$ cat src/rtl/spike_classify_pkg.sv
// Shared types, default parameters and width helpers for the spiking classifier run controller.
package spike_classify_pkg;

  localparam int unsigned NUM_OUT_DEF    = 10;
  localparam int unsigned MAX_CYCLES_DEF = 1785;
  localparam int unsigned CLR_CYCLES_DEF = 2;

  typedef enum logic [1:0] {
    ST_IDLE  = 2'd0,
    ST_CLEAR = 2'd1,
    ST_RUN   = 2'd2,
    ST_DONE  = 2'd3
  } state_t;

  // Index width for n classes; never narrower than one bit.
  function automatic int unsigned cw_f(input int unsigned n);
    return (n < 2) ? 1 : $clog2(n);
  endfunction

  // Width able to hold the value m itself.
  function automatic int unsigned tw_f(input int unsigned m);
    return (m < 1) ? 1 : $clog2(m + 1);
  endfunction

endpackage

$ cat src/rtl/spike_first_fire_enc.sv
// Lowest-index priority encoder over the neuron fire flags, with any-set flag.
// The multiple-set output exists only when SPIKE_CLASSIFY_TIE_FLAG_EN is defined.
module spike_first_fire_enc
  import spike_classify_pkg::*;
#(
  parameter  int unsigned N  = NUM_OUT_DEF,
  localparam int unsigned IW = cw_f(N)
) (
  input  logic [N-1:0]  fire,
  output logic [IW-1:0] idx,
  output logic          any
`ifdef SPIKE_CLASSIFY_TIE_FLAG_EN
  , output logic        multi
`endif
);

  // Scan from the top down so the lowest set index is written last.
  always_comb begin
    idx = '0;
    for (int i = int'(N) - 1; i >= 0; i--) begin
      if (fire[i]) idx = IW'(i);
    end
  end

  assign any = |fire;

`ifdef SPIKE_CLASSIFY_TIE_FLAG_EN
  // Clearing the lowest set bit leaves something only if two or more were set.
  assign multi = |(fire & (fire - N'(1)));
`endif

endmodule

$ cat src/rtl/spike_classify_seq.sv
// Run controller for the output-neuron layer: clear, integrate, report first firing class.
// Optional result_tie output enabled by SPIKE_CLASSIFY_TIE_FLAG_EN.
module spike_classify_seq
  import spike_classify_pkg::*;
#(
  parameter  int unsigned NUM_OUT    = NUM_OUT_DEF,
  parameter  int unsigned MAX_CYCLES = MAX_CYCLES_DEF,
  parameter  int unsigned CLR_CYCLES = CLR_CYCLES_DEF,
  localparam int unsigned CW         = cw_f(NUM_OUT),
  localparam int unsigned TW         = tw_f(MAX_CYCLES)
) (
  input  logic               clk,
  input  logic               rst,
  input  logic               start,
  output logic               busy,
  output logic               neuron_clr,
  output logic               neuron_en,
  input  logic [NUM_OUT-1:0] neuron_fire,
  output logic               result_valid,
  input  logic               result_ready,
  output logic [CW-1:0]      result_class,
  output logic               result_hit,
  output logic [TW-1:0]      result_cycles
`ifdef SPIKE_CLASSIFY_TIE_FLAG_EN
  , output logic             result_tie
`endif
);

  localparam int unsigned KW = tw_f(CLR_CYCLES);

  state_t          state, state_d;
  logic [KW-1:0]   clr_cnt, clr_cnt_d;
  logic [TW-1:0]   run_cnt, run_cnt_d, run_cnt_inc;
  logic [CW-1:0]   class_d;
  logic            hit_d;
  logic [TW-1:0]   cycles_d;
  logic            busy_d, clr_d, en_d, valid_d;
  logic [CW-1:0]   fire_idx;
  logic            fire_any;
`ifdef SPIKE_CLASSIFY_TIE_FLAG_EN
  logic            fire_multi;
  logic            tie_d;
`endif

  spike_first_fire_enc #(
    .N (NUM_OUT)
  ) u_enc (
    .fire  (neuron_fire),
    .idx   (fire_idx),
    .any   (fire_any)
`ifdef SPIKE_CLASSIFY_TIE_FLAG_EN
    , .multi (fire_multi)
`endif
  );

  // Count of the current RUN cycle (first RUN cycle is 1).
  assign run_cnt_inc = run_cnt + TW'(1);

  // Next-state, counters and next values of all registered outputs.
  always_comb begin
    state_d   = state;
    clr_cnt_d = clr_cnt;
    run_cnt_d = run_cnt;
    class_d   = result_class;
    hit_d     = result_hit;
    cycles_d  = result_cycles;
`ifdef SPIKE_CLASSIFY_TIE_FLAG_EN
    tie_d     = result_tie;
`endif

    case (state)
      ST_IDLE: begin
        if (start) begin
          state_d   = ST_CLEAR;
          clr_cnt_d = KW'(CLR_CYCLES - 1);
          run_cnt_d = '0;
        end
      end
      ST_CLEAR: begin
        if (clr_cnt == '0) state_d = ST_RUN;
        else               clr_cnt_d = clr_cnt - KW'(1);
      end
      ST_RUN: begin
        run_cnt_d = run_cnt_inc;
        if (fire_any) begin
          state_d  = ST_DONE;
          class_d  = fire_idx;
          hit_d    = 1'b1;
          cycles_d = run_cnt_inc;
`ifdef SPIKE_CLASSIFY_TIE_FLAG_EN
          tie_d    = fire_multi;
`endif
        end else if (run_cnt_inc == TW'(MAX_CYCLES)) begin
          state_d  = ST_DONE;
          class_d  = '0;
          hit_d    = 1'b0;
          cycles_d = TW'(MAX_CYCLES);
`ifdef SPIKE_CLASSIFY_TIE_FLAG_EN
          tie_d    = 1'b0;
`endif
        end
      end
      ST_DONE: begin
        if (result_ready) state_d = ST_IDLE;
      end
      default: state_d = ST_IDLE;
    endcase

    busy_d  = (state_d != ST_IDLE);
    clr_d   = (state_d == ST_IDLE) || (state_d == ST_CLEAR);
    en_d    = (state_d == ST_RUN);
    valid_d = (state_d == ST_DONE);
  end

  always_ff @(posedge clk or posedge rst) begin
    if (rst) begin
      state         <= ST_IDLE;
      clr_cnt       <= '0;
      run_cnt       <= '0;
      busy          <= 1'b0;
      neuron_clr    <= 1'b1;
      neuron_en     <= 1'b0;
      result_valid  <= 1'b0;
      result_class  <= '0;
      result_hit    <= 1'b0;
      result_cycles <= '0;
`ifdef SPIKE_CLASSIFY_TIE_FLAG_EN
      result_tie    <= 1'b0;
`endif
    end else begin
      state         <= state_d;
      clr_cnt       <= clr_cnt_d;
      run_cnt       <= run_cnt_d;
      busy          <= busy_d;
      neuron_clr    <= clr_d;
      neuron_en     <= en_d;
      result_valid  <= valid_d;
      result_class  <= class_d;
      result_hit    <= hit_d;
      result_cycles <= cycles_d;
`ifdef SPIKE_CLASSIFY_TIE_FLAG_EN
      result_tie    <= tie_d;
`endif
    end
  end

endmodule

$ cat config.mk
export PLATFORM = sky130hd
export DESIGN_NAME = spike_classify_seq
export DESIGN_NICKNAME = d
export VERILOG_FILES = /design/src/rtl/spike_classify_pkg.sv /design/src/rtl/spike_first_fire_enc.sv /design/src/rtl/spike_classify_seq.sv
export SDC_FILE = /design/constraint.sdc
export NUM_CORES = 1
export LEC_CHECK = 0
export CORE_MARGIN = 4
export CORE_UTILIZATION = 45
export DETAILED_ROUTE_END_ITERATION = 6
export PLACE_DENSITY = 0.7
export SYNTH_ARGS = -nofsm -noshare
export SYNTH_HDL_FRONTEND = slang
export SYNTH_SLANG_ARGS = --single-unit
$ cat constraint.sdc
create_clock -name clk -period 2.6 [get_ports clk]
set_input_delay 0.78 -clock clk [delete_from_list [all_inputs] [get_ports clk]]
set_output_delay 0.78 -clock clk [all_outputs]
set_load 0.1 [all_outputs]
==> summary.md <==
| Metric | Value |
|---|---|
| Synth Area in XOR/XNOR | `~3.5%` |
| Pwr/cell area | `roughly 1200 nW/um^2` |
| Fillers | `between 300 and 400` |
| Largest net degree at the start of global routing | `36` |
| Area grow syn2layout | `22.4%` |
| Via/cell ratio | `about 5.6` |
| Syn Area/Cell | `9.38 sq um` |
| Critical path fanouts, max | `4` |
| DRT Pass-1 Iters | `4` |
| Die Ht | `about 74 um` |
| Slew @ Worst Pin | `0.471 ns` |
| Core area | `4140 sq um` |
| Clk sinks | `35` |
| Post-Syn Area | `1990 sq um` |
| Min Clock Period, post-route | `between 2 and 2.5 ns` |
| Nets | `between 200 and 300` |
| Crit path kind | `in2reg` |
| Net count after synthesis | `between 200 and 250` |
| Root Buffer | `clkbuf_8` |
| Ys async rst share | `100%` |
| CTS buffer count | `5` |
| Max Cap Viol | `0` |
| Fin crit share | `between 80% and 90%` |
| Most used DFF post-synth | `dfrtp_1` |
| Port Buf Inserts | `33` |
| Final WL | `~4200 um` |
| Finish-stage setup viols | `0` |
| Post-synth EDFFs | `0` |
| Top cells by count, synth | `dfrtp_1, nor2_1, nand2_1` |
| Yosys warns | `0` |
| Unrepaired setup endpoints after global routing | `false` |
| Share of the synthesized area in the top cell type | `a little over two fifths` |
| CTS H-tree depth | `2` |
| Synth Area in Simple Gates | `17.9%` |
| Final hold vios | `0` |
| VDD IR max | `about 0.00065 V` |
| Count leader, synth | `dfrtp_1` |
| First-pass GRT wire length | `just over 7000 um` |
| CTS tree | `built` |
| I/O pin count | `34` |
| Number of global-route vias before repair | `about 1600` |
| CP Launch Type | `input port` |
| Critical path's largest stage delay | `0.48 ns` |
| Total number of vias | `around 1700` |
| Synth Register Bits | `35` |
| Final worst slack | `0.321 ns` |
| Max Freq | `between 0.4 and 0.5 GHz` |
| RePlAce Congestion | `~0.8` |
| Final Skew | `around 0.0057 ns` |
| Die X | `roughly 74 um` |
| Cells after Synth | `212` |
| Routed Antenna Nets | `0` |
| ANT cells | `0` |
| Seq/Total Area, Yosys | `44.1%` |
| Global-route usage over all layers | `16.5%` |
| Initial Utilization | `between 40% and 50%` |
| Clk pin slew, worst setup/hold paths | `around 0.07 ns` |
| Adder-Cell Fraction of Synth Area | `under 10%` |
| Share of cells above drive strength 1 | `23.9%` |
| Crit path max-delay cell type | `nor4_1` |
| 1st-iter DRT viols | `87` |
| Post-cts resize count | `0` |
| Rel. slew slack | `68.3%` |
| Worst-path cell chain | `clkdlybuf4s50_1 > nor4_1 > and3_1 > nor2_1 > a22o_1 > a31o_2` |
| Fin. max-slew vios | `0` |
| LEAKAGE | `1.06 nW` |
| Distinct cells, synth | `around 50` |
| Synth area leaders | `dfrtp_1, a21oi_1, nor2_1` |
| Site Rows | `23` |
| Post-DP HPWL | `roughly 3100 um` |
| Worst Path Arrival | `between 2 and 2.5 ns` |
| Crit. End Element | `flip-flop` |
| Multiplexer share of the synthesized area | `0%` |
| Area leader, netlist | `dfrtp_1` |
| Post-CTS Setup Inserts | `0` |
| Avg WL per Cell | `around 14 um` |
| Min-delay worst type | `reg2reg` |
| Die ar. | `5550 sq um` |
| Dpl ws | `about 0.0083 ns` |
| Initial antenna violation count | `0` |
| Setup TNS | `0 ns` |
| # DRC | `0` |
| Outcome | `complete, no violations` |
| Clock Latency Late Sink | `about 0.28 ns` |
| Clock buffer depth | `2` |
| Design area | `2430 sq um` |
| Largest family of logic cells by synthesized area | `compound AO/OA/AOI/OAI gates` |
| CTS Hold Bufs | `0` |
| Post-DP Area | `between 2000 and 2500 sq um` |
| Post-synthesis compound-gate area fraction | `roughly a quarter` |
| Grt total ovfl | `0` |
| Crit path required time | `roughly 2.8 ns` |
worst paths after layout:
check | start | endpoint | slack [ns] | cells past startpoint
worst max-delay path | neuron_fire[1] | result_cycles[1] | 0.32 | 6
worst min-delay path | clr_cnt[0] | clr_cnt[0] | 0.49 | 1
worst max register to register | run_cnt[2] | result_class[3] | 0.33 | 5
worst min register to register | clr_cnt[0] | clr_cnt[0] | 0.49 | 1
max in group asynchronous | rst | neuron_clr | 1.37 | 3
min in group asynchronous | rst | result_class[1] | 0.90 | 3
registers in the layout (all words and copies together), names as in the netlist:
name,flops
busy,1
clr_cnt,2
neuron_clr,1
neuron_en,1
result_class,4
result_cycles,11
result_hit,1
result_valid,1
run_cnt,11
state,2
power breakdown:
group / internal (mW) / switching, mW
registers: 0.726 / 0.151
clock network: 0.188 / 0.191
logic: 0.441 / 1.28
routing by layer:
layer / share of wire [%] / vias to the layer above / global-route usage [%] / routed length [um]
li1: - / 852 / - / -
met1: 48 / 797 / 21.5 / 2030
met2: 46 / 40 / 26.5 / 1930
met3: 4.8 / 5 / 4.59 / 202
met4: 1.0 / 0 / 5.34 / 44
met5: 0 / - / 0 / 0
kinds of logic after synthesis:
group,Yosys count
XOR/XNOR,8
AO/OA/AOI/OAI,70
flip-flops,35
adder cells (fa/ha/maj),3
AND/OR/NAND/NOR,70
buffers and inverters,26
cell type report:
type	instances	area [sq um]	area share [%]
inverters	12	45.0	1.85
repair buffers	49	400	16.5
multi-input cells	151	967	39.7
clock inverters	1	5.00	0.206
flip-flops and latches	35	877	36.0
well taps	50	62.6	2.57
clock buffers	7	76.3	3.14
cells in the final DEF (no fill, tap or decap), types with 3 or more instances in the layout:
| cell | count |
|---|---|
| o22ai_1 | 7 |
| and3_1 | 3 |
| nor3_1 | 3 |
| nand4_1 | 3 |
| a21oi_1 | 17 |
| inv_1 | 12 |
| nand2_1 | 19 |
| dfrtp_1 | 34 |
| nor2_1 | 22 |
| o31ai_1 | 5 |
| a22o_1 | 5 |
| nand3_1 | 5 |
| buf_4 | 36 |
| clkdlybuf4s50_1 | 13 |
| xnor2_1 | 7 |
| o21ai_0 | 13 |
| clkbuf_8 | 5 |
| a31o_2 | 6 |
| ha_1 | 3 |
metrics by stage:
stage	hold slack, ns	total power, mW	util, %	cells
2_1_floorplan	0.460	2.25	-	212
3_3_place_gp	0.478	2.61	56.8	297
3_5_place_dp	0.481	2.62	56.8	297
4_1_cts	0.496	3.00	58.7	305
5_1_grt	0.525	3.14	58.7	305
6_report	0.492	2.98	58.7	305
worst max-delay path, delay by kind of cell:
kind	cells	cell delay [ns]
and+or+nand+nor	3	0.82
buffers and inverters	1	0.44
AOI/OAI and AO/OA	2	0.41
No activity file was read; power rests on OpenSTA's default activity.
